$ cat src/rtl/ysyx_22050058_ifu_resp_pkg.sv
// rtl/ysyx_22050058_ifu_resp_pkg.sv - shared constants and state type for the IFU responder
// Contents:
//   ifu_state_t  - fetch FSM states (IDLE, REQ, HOLD)
//   CHIP_ENABLE  - ce_i value that requests a fetch
//   IS_JUMP      - flush_i value that marks a taken jump
//   STALL_ENABLE - stall vector bit value that holds a stage
//   STALL_IF_IDX - stall vector bit that holds the fetch stage
//   STALL_ID_IDX - stall vector bit that holds the ID stage
package ysyx_22050058_ifu_resp_pkg;

    typedef enum logic [1:0] {
        IFU_IDLE = 2'd0,
        IFU_REQ  = 2'd1,
        IFU_HOLD = 2'd2
    } ifu_state_t;

    localparam logic CHIP_ENABLE  = 1'b1;
    localparam logic IS_JUMP      = 1'b1;
    localparam logic STALL_ENABLE = 1'b1;

    localparam int STALL_IF_IDX = 0;
    localparam int STALL_ID_IDX = 1;

endpackage

$ cat src/rtl/ysyx_22050058_ifu_resp.sv
// rtl/ysyx_22050058_ifu_resp.sv - instruction-fetch responder between PC register, imem and ID
// Ports:
//   clk, rst            - clock, synchronous active-high reset
//   pc_i, ce_i          - fetch address and chip enable from the PC register
//   flush_i             - jump taken this cycle; kills the in-flight fetch/output
//   stall_i             - CtrlBlock stall vector ([0] holds IF, [1] holds ID)
//   mem_req_o/addr_o    - read request, held with a word-aligned address until ack
//   mem_ack_i/rdata_i   - read completion and data
//   inst_o, inst_pc_o   - fetched instruction and its PC to ID
//   inst_valid_o        - inst_o/inst_pc_o valid
//   inst_misalign_o     - fetched PC had nonzero low bits
//   stallreq_o          - combinational stall request while a fetch is pending
module ysyx_22050058_ifu_resp
    import ysyx_22050058_ifu_resp_pkg::*;
#(
    parameter int ADDR_W = 64,
    parameter int INST_W = 32
) (
    input  logic              clk,
    input  logic              rst,
    input  logic [ADDR_W-1:0] pc_i,
    input  logic              ce_i,
    input  logic              flush_i,
    input  logic [5:0]        stall_i,
    output logic              mem_req_o,
    output logic [ADDR_W-1:0] mem_addr_o,
    input  logic              mem_ack_i,
    input  logic [INST_W-1:0] mem_rdata_i,
    output logic [INST_W-1:0] inst_o,
    output logic [ADDR_W-1:0] inst_pc_o,
    output logic              inst_valid_o,
    output logic              inst_misalign_o,
    output logic              stallreq_o
);

    ifu_state_t        state;
    logic [ADDR_W-1:0] pc_q;
    logic              misalign_q;
    // Set by a jump while the read is outstanding so the late data is thrown away.
    logic              drop;
    logic              accept;

    assign accept = (ce_i == CHIP_ENABLE) && (flush_i != IS_JUMP)
                 && (stall_i[STALL_IF_IDX] != STALL_ENABLE);

    assign stallreq_o = (state == IFU_REQ) && !mem_ack_i;

    always_ff @(posedge clk) begin
        if (rst) begin
            state           <= IFU_IDLE;
            mem_req_o       <= 1'b0;
            mem_addr_o      <= '0;
            pc_q            <= '0;
            misalign_q      <= 1'b0;
            drop            <= 1'b0;
            inst_o          <= '0;
            inst_pc_o       <= '0;
            inst_valid_o    <= 1'b0;
            inst_misalign_o <= 1'b0;
        end else begin
            case (state)
                IFU_IDLE: begin
                    inst_valid_o <= 1'b0;
                    if (accept) begin
                        pc_q       <= pc_i;
                        misalign_q <= |pc_i[1:0];
                        mem_addr_o <= {pc_i[ADDR_W-1:2], 2'b00};
                        mem_req_o  <= 1'b1;
                        state      <= IFU_REQ;
                    end
                end
                IFU_REQ: begin
                    if (flush_i == IS_JUMP) begin
                        drop <= 1'b1;
                    end
                    if (mem_ack_i) begin
                        mem_req_o <= 1'b0;
                        if (drop || (flush_i == IS_JUMP)) begin
                            drop         <= 1'b0;
                            inst_valid_o <= 1'b0;
                            state        <= IFU_IDLE;
                        end else begin
                            inst_o          <= mem_rdata_i;
                            inst_pc_o       <= pc_q;
                            inst_misalign_o <= misalign_q;
                            inst_valid_o    <= 1'b1;
                            state           <= IFU_HOLD;
                        end
                    end
                end
                IFU_HOLD: begin
                    // A jump overrides an ID stall: the held instruction is on the wrong path.
                    if (flush_i == IS_JUMP) begin
                        inst_valid_o <= 1'b0;
                        state        <= IFU_IDLE;
                    end else if (stall_i[STALL_ID_IDX] != STALL_ENABLE) begin
                        // ID takes the instruction this cycle; start the next fetch immediately.
                        inst_valid_o <= 1'b0;
                        if (accept) begin
                            pc_q       <= pc_i;
                            misalign_q <= |pc_i[1:0];
                            mem_addr_o <= {pc_i[ADDR_W-1:2], 2'b00};
                            mem_req_o  <= 1'b1;
                            state      <= IFU_REQ;
                        end else begin
                            state <= IFU_IDLE;
                        end
                    end
                end
                default: begin
                    mem_req_o    <= 1'b0;
                    inst_valid_o <= 1'b0;
                    state        <= IFU_IDLE;
                end
            endcase
        end
    end

endmodule

$ cat config.mk
export PLATFORM = sky130hd
export DESIGN_NAME = ysyx_22050058_ifu_resp
export DESIGN_NICKNAME = d
export VERILOG_FILES = /design/src/rtl/ysyx_22050058_ifu_resp_pkg.sv /design/src/rtl/ysyx_22050058_ifu_resp.sv
export SDC_FILE = /design/constraint.sdc
export NUM_CORES = 1
export LEC_CHECK = 0
export CAP_MARGIN = 20
export CORE_ASPECT_RATIO = 0.6
export CORE_MARGIN = 2
export CORE_UTILIZATION = 49
export CTS_CLUSTER_DIAMETER = 40
export DETAILED_ROUTE_END_ITERATION = 10
export PLACE_DENSITY = 0.86
export SYNTH_ARGS = -nofsm -noshare
export SYNTH_HDL_FRONTEND = slang
export SYNTH_SLANG_ARGS = --single-unit
$ cat constraint.sdc
create_clock -name clk -period 4.2 [get_ports clk]
set_clock_uncertainty 0.15 [all_clocks]
set_input_delay 0.84 -clock clk [delete_from_list [all_inputs] [get_ports clk]]
set_output_delay 0.84 -clock clk [all_outputs]
set_load 0.05 [all_outputs]
# == Word-level counts from Yosys, hierarchy flattened ==
# Cells that the tools add are included.
# word_totals
regBits,231
latch_bits,0
ramBits,0
mem_bits_ro,0
out_inout_bits,164
wordCells,65
memories,0
# op_classes
add_sub_neg,0
n_mul,0
n_div,0
magnitude_cmp,0
n_eq_ne,7
shift,0
mux,32
n_bitwise,3
n_reduce_logical,13
# ops
cell,count
2-to-1 mux 64 bit,6
case mux 64 bit (2 select lines),2
2-to-1 mux 1 bit,15
AND reduction 3 bit,4
2-to-1 mux 2 bit,5
"!= test 2 bit, second input constant",4
case mux 2 bit (3 select lines),1
case mux 1 bit (2 select lines),2
logical AND 1 bit,3
"!= test 3 bit, second input constant",1
NOT 1 bit,3
case mux 1 bit (3 select lines),1
"equality test 2 x 1 -> 1 bit, second input constant",1
"equality test 2 bit, second input constant",1
logical NOT 2 bit,1
AND reduction 2 bit,1
nonzero test 2 bit,1
OR reduction 2 bit,1
logical NOT 1 bit,1
logical OR 1 bit,1

# == Logic depth before layout (Yosys ltp) ==
# Gate-level depths: netlist (run 1).
# logic_depth
word_depth,7
mapped_depth,5
mapped_depth_nobuf,3

# == Worst setup path before layout (run 1) ==
# No wires, ideal clock.
# synth_timing
kind,input to output
start,in mem_ack_i
end,out stallreq_o
arrival_ns,2.074
setup_slack_ns,1.136
path_stages,1
cell_sequence,nor3b_1
# synth_between
elab_chain_len,2
# synth_lines
element,line,text
start: declaration,ysyx_22050058_ifu_resp.sv:27,"input logic mem_ack_i,"
logical NOT 1 bit,ysyx_22050058_ifu_resp.sv:46,assign stallreq_o = (state == IFU_REQ) && !mem_ack_i;
logical AND 1 bit,ysyx_22050058_ifu_resp.sv:46,
end: declaration,ysyx_22050058_ifu_resp.sv:33,output logic stallreq_o
# Every way passes these cells.

# == Worst setup path in the final report (run 1) ==
# Ends and elaborated chain as after synthesis.

==> impl_results.rst, run 1 <==
.. list-table::
   :header-rows: 1

   * - Metric
     - Value
   * - Hold path endpoint
     - mem_req_o$_SDFFE_PP0P_
   * - Buffers on Ports
     - ~260
   * - Main combinational cell family by area after synthesis
     - simple AND/OR/NAND/NOR gates
   * - Internal power component
     - 2.66 mW
   * - Cell count of the worst hold path
     - 2
   * - CORE AREA
     - roughly 15000 µm²
   * - Wirelength per Cell
     - 15.3 µm
   * - Xor-xnor portion of the synthesized cell area
     - 0
   * - Max-slew violation total from the final report
     - 0
   * - Adder and majority cell fraction of the synthesized area
     - 0
   * - Maximum number of pins on one net before global-route repair
     - 265
   * - Starting utilization of the core area
     - 0.509
   * - Multiplexer share of the synthesized area
     - 0.217
   * - Number of DRC markers in iteration 0
     - 254
   * - Path type of the worst setup path
     - in2out
   * - I/O pin total
     - 271
   * - GP Congestion
     - 0.756
   * - Arrival @ worst endpoint
     - 2650 ps
   * - Startpoint of the tightest hold check path
     - mem_req_o$_SDFFE_PP0P_
   * - FF-to-FF End
     - inst_pc_o[16]$_SDFFE_PP0P_
   * - Sequential element share of the synthesized area
     - 0.447
   * - Count of final hold-check violations
     - 0
   * - Distinct cells, synth
     - 25
   * - RSZ-0062 raised after global routing
     - false
   * - Clk pin slew, worst setup/hold paths
     - 70 ps
   * - Vias in the first global route
     - 5074
   * - Worst Setup End Kind
     - output pin
   * - Die W
     - between 150 and 200 µm
   * - Run status
     - finished, final reports clean
   * - Yosys reg bits
     - about 170
   * - Switching part of the total
     - 0.253
   * - Peak Freq
     - approximately 0.28 GHz
   * - Clk network pwr share
     - 0.433
   * - Most common cell after layout, fill and taps aside
     - sky130_fd_sc_hd__clkdlybuf4s50_1
   * - Peak supply drop
     - 0.000235 V
   * - Critical Path Start Type
     - input port
   * - Setup TNS
     - 0 ps
   * - Register-to-Register Setup Slack
     - 1970 ps
   * - Mapped Area
     - 7490 µm²
   * - Remaining Overflow, GRT
     - 0
   * - Insertion delay to the later sink of the worst-skew pair
     - 410 ps
   * - Remaining routing DRC violations
     - 0
   * - Class of the tightest hold or removal check
     - reg2reg
   * - Reg2Reg Launch Point
     - state[0]$_SDFFE_PP0P_
   * - Overall fraction of global-route tracks in use
     - 0.204
   * - CTS tree
     - yes
   * - Area fraction in and, or, nand and nor cells after synthesis
     - 0.225
   * - Power density over the cells
     - 346 nW/µm²
   * - CTS-repair resized insts
     - 0
   * - Die outline height
     - 99.8 µm
   * - CTS H-tree lvls
     - 4
   * - Clock period minus worst slack
     - 3640 ps
   * - Data required, critical path
     - between 3000 and 4000 ps
   * - Post-placement cell area
     - between 9000 and 10000 µm²
   * - Clock Root Buffer
     - sky130_fd_sc_hd__clkbuf_16
   * - Share of post-route cells with drive strength above 1
     - 0.0461
   * - Antenna violations before repair
     - 1
   * - Die outline area
     - 16300 µm²
   * - Top library cells by usage in the layout, fill and taps aside
     - sky130_fd_sc_hd__clkdlybuf4s50_1 (263), sky130_fd_sc_hd__nand2b_1 (258), sky130_fd_sc_hd__dfxtp_1 (167)
   * - Number of buffers inserted to repair setup after CTS
     - 0
   * - Slew at the pin closest to its max-slew limit
     - 907 ps
   * - Standard-cell rows
     - 34
   * - Maximum fanout along the worst path
     - 5
   * - Number of warnings reported in the yosys synthesis log
     - 0
   * - Hold buffer count at CTS
     - 0
   * - Compound-gate portion of the synthesized area
     - 0.00886
   * - Min setup slack post-route
     - 564 ps
   * - Syn Area/Cell
     - approximately 10 µm²
   * - Dpl hpwl
     - 11800 µm
   * - Max-cap violations
     - 0
   * - Clock buffer count from CTS
     - 17
   * - Fraction of power consumed by sequential logic
     - 0.456
   * - Leak Pwr
     - 3.98 nW
   * - Fin nets
     - between 1000 and 1500
   * - Finished Cell Area
     - 10300 µm²
   * - Rel. slew slack
     - 0.395
   * - Via count normalized by instance count
     - 4.63
   * - Fraction of power consumed by combinational cells
     - 0.111
   * - Pre-CTS setup slack
     - ~570 ps
   * - Final ANT Viol Nets
     - 0
   * - Area growth syn-to-layout
     - 37.5%
   * - CTS Buffer Depth
     - 2
   * - Sinks on Clock Net
     - approximately 170
   * - Depth of the most critical reg-to-reg path
     - 4
   * - Final worst path period share
     - 0.866
   * - Finish-stage setup viols
     - 0
   * - Global-route wire length before repair
     - 26400 µm
   * - Overall via count from detail_route
     - 5136
   * - Switching power of the nets
     - 902 µW
   * - Instance count of the mapped netlist
     - slightly above 700
   * - Pre-antenna DRT Iters
     - 4
   * - Count of fill cells added during filler insertion
     - 1159
   * - Post-detailed-routing wire length
     - 17000 µm
-- cells by family (layout without fill, tap and decap cells) --
kind of cell	Yosys count	after routing
AO/OA/AOI/OAI	10	10
other	1	3
AND/OR/NAND/NOR	268	268
flip-flops	167	167
buffers and inverters	111	302
multiplexers	162	162
-- power by group through the flow --
stage	clock, mW	sequential (mW)	combinational (mW)
6_report	1.54	1.62	0.396
2_1_floorplan	0	1.67	0.249
3_5_place_dp	0	1.66	0.397
4_1_cts	1.57	1.62	0.398
5_1_grt	1.65	1.63	0.419
3_3_place_gp	0	1.66	0.394
-- critical path: stages --
cell                              delay (ps)
sky130_fd_sc_hd__clkdlybuf4s50_1         520
sky130_fd_sc_hd__nor3b_1                 370
sky130_fd_sc_hd__clkdlybuf4s50_1         910
-- routing by layer --
layer  share of wire  GRT usage
met2            0.45      0.331
met1            0.44      0.246
met5               0          0
met4          0.0055     0.0439
met3            0.10      0.102
-- area by class of cell --
type,instances,area [µm²],share of cell area
Multi-Input combinational cell,442,3400,0.330
Clock buffer,18,429,0.0417
Clock inverter,14,154,0.0149
Antenna cell,1,2.50,0.000243
Tap cell,198,248,0.0241
Sequential cell,167,3340,0.325
Timing Repair Buffer,270,2720,0.264
-- cells in the mapped netlist, drive strengths merged --
| cell type | count | area share |
|---|---|---|
| nand2 | 1 | 0.00050 |
| dfxtp | 167 | 0.45 |
| o21ai | 2 | 0.0013 |
| o21ba | 1 | 0.0013 |
| nor2 | 1 | 0.00050 |
| buf | 82 | 0.088 |
| conb | 1 | 0.00050 |
| mux2i | 162 | 0.22 |
| and3 | 1 | 0.00084 |
| nor3b | 1 | 0.0010 |
| nor4bb | 1 | 0.0013 |
| nor3 | 1 | 0.00067 |
| nor2b | 2 | 0.0017 |
| o21bai | 1 | 0.0010 |
| a211oi | 1 | 0.0010 |
| clkbuf | 29 | 0.015 |
| a21o | 1 | 0.0010 |
| a21oi | 4 | 0.0032 |
| nand3 | 1 | 0.00067 |
| nand2b | 258 | 0.22 |
| or4b | 1 | 0.0018 |
-- worst max-delay path by stage --
stage          startpoint          to  slack (ps)  cells past startpoint
6_report        mem_ack_i  stallreq_o         560                      3
5_1_grt         mem_ack_i  stallreq_o         500                      3
4_1_cts         mem_ack_i  stallreq_o         570                      3
3_5_place_dp    mem_ack_i  stallreq_o         570                      3
3_3_place_gp    mem_ack_i  stallreq_o         630                      3
2_1_floorplan   mem_ack_i  stallreq_o        1140                      1
-- metrics by stage --
stage / utilization / power (mW) / hold slack (ps) / std cells
floorplan: - / 1.92 / 308 / 720
global placement: 0.660 / 2.05 / 294 / 1077
detailed placement: 0.660 / 2.06 / 304 / 1077
CTS: 0.699 / 3.60 / 318 / 1109
global route: 0.699 / 3.69 / 336 / 1109
finish: 0.700 / 3.56 / 312 / 1110
-- state kept, by name, indices dropped and copies added (netlist names) --
| signal | count |
|---|---|
| inst_pc_o | 64 |
| mem_req_o | 1 |
| inst_valid_o | 1 |
| pc_q | 63 |
| inst_o | 32 |
| mem_addr_o | 1 |
| drop | 1 |
| misalign_q | 1 |
| state | 2 |
| inst_misalign_o | 1 |
(Power assumes the default switching activity.)
==> run 2: changes to the inputs <==
--- a/config.mk
+++ b/config.mk
@@ -12,6 +12,7 @@
 export CTS_CLUSTER_DIAMETER = 40
 export DETAILED_ROUTE_END_ITERATION = 10
 export PLACE_DENSITY = 0.86
+export SKIP_LAST_GASP = 1
 export SYNTH_ARGS = -nofsm -noshare
 export SYNTH_HDL_FRONTEND = slang
 export SYNTH_SLANG_ARGS = --single-unit
==> results of run 2 <==
Same layout as run 1: the final DEF is identical, and so are final timing and power.
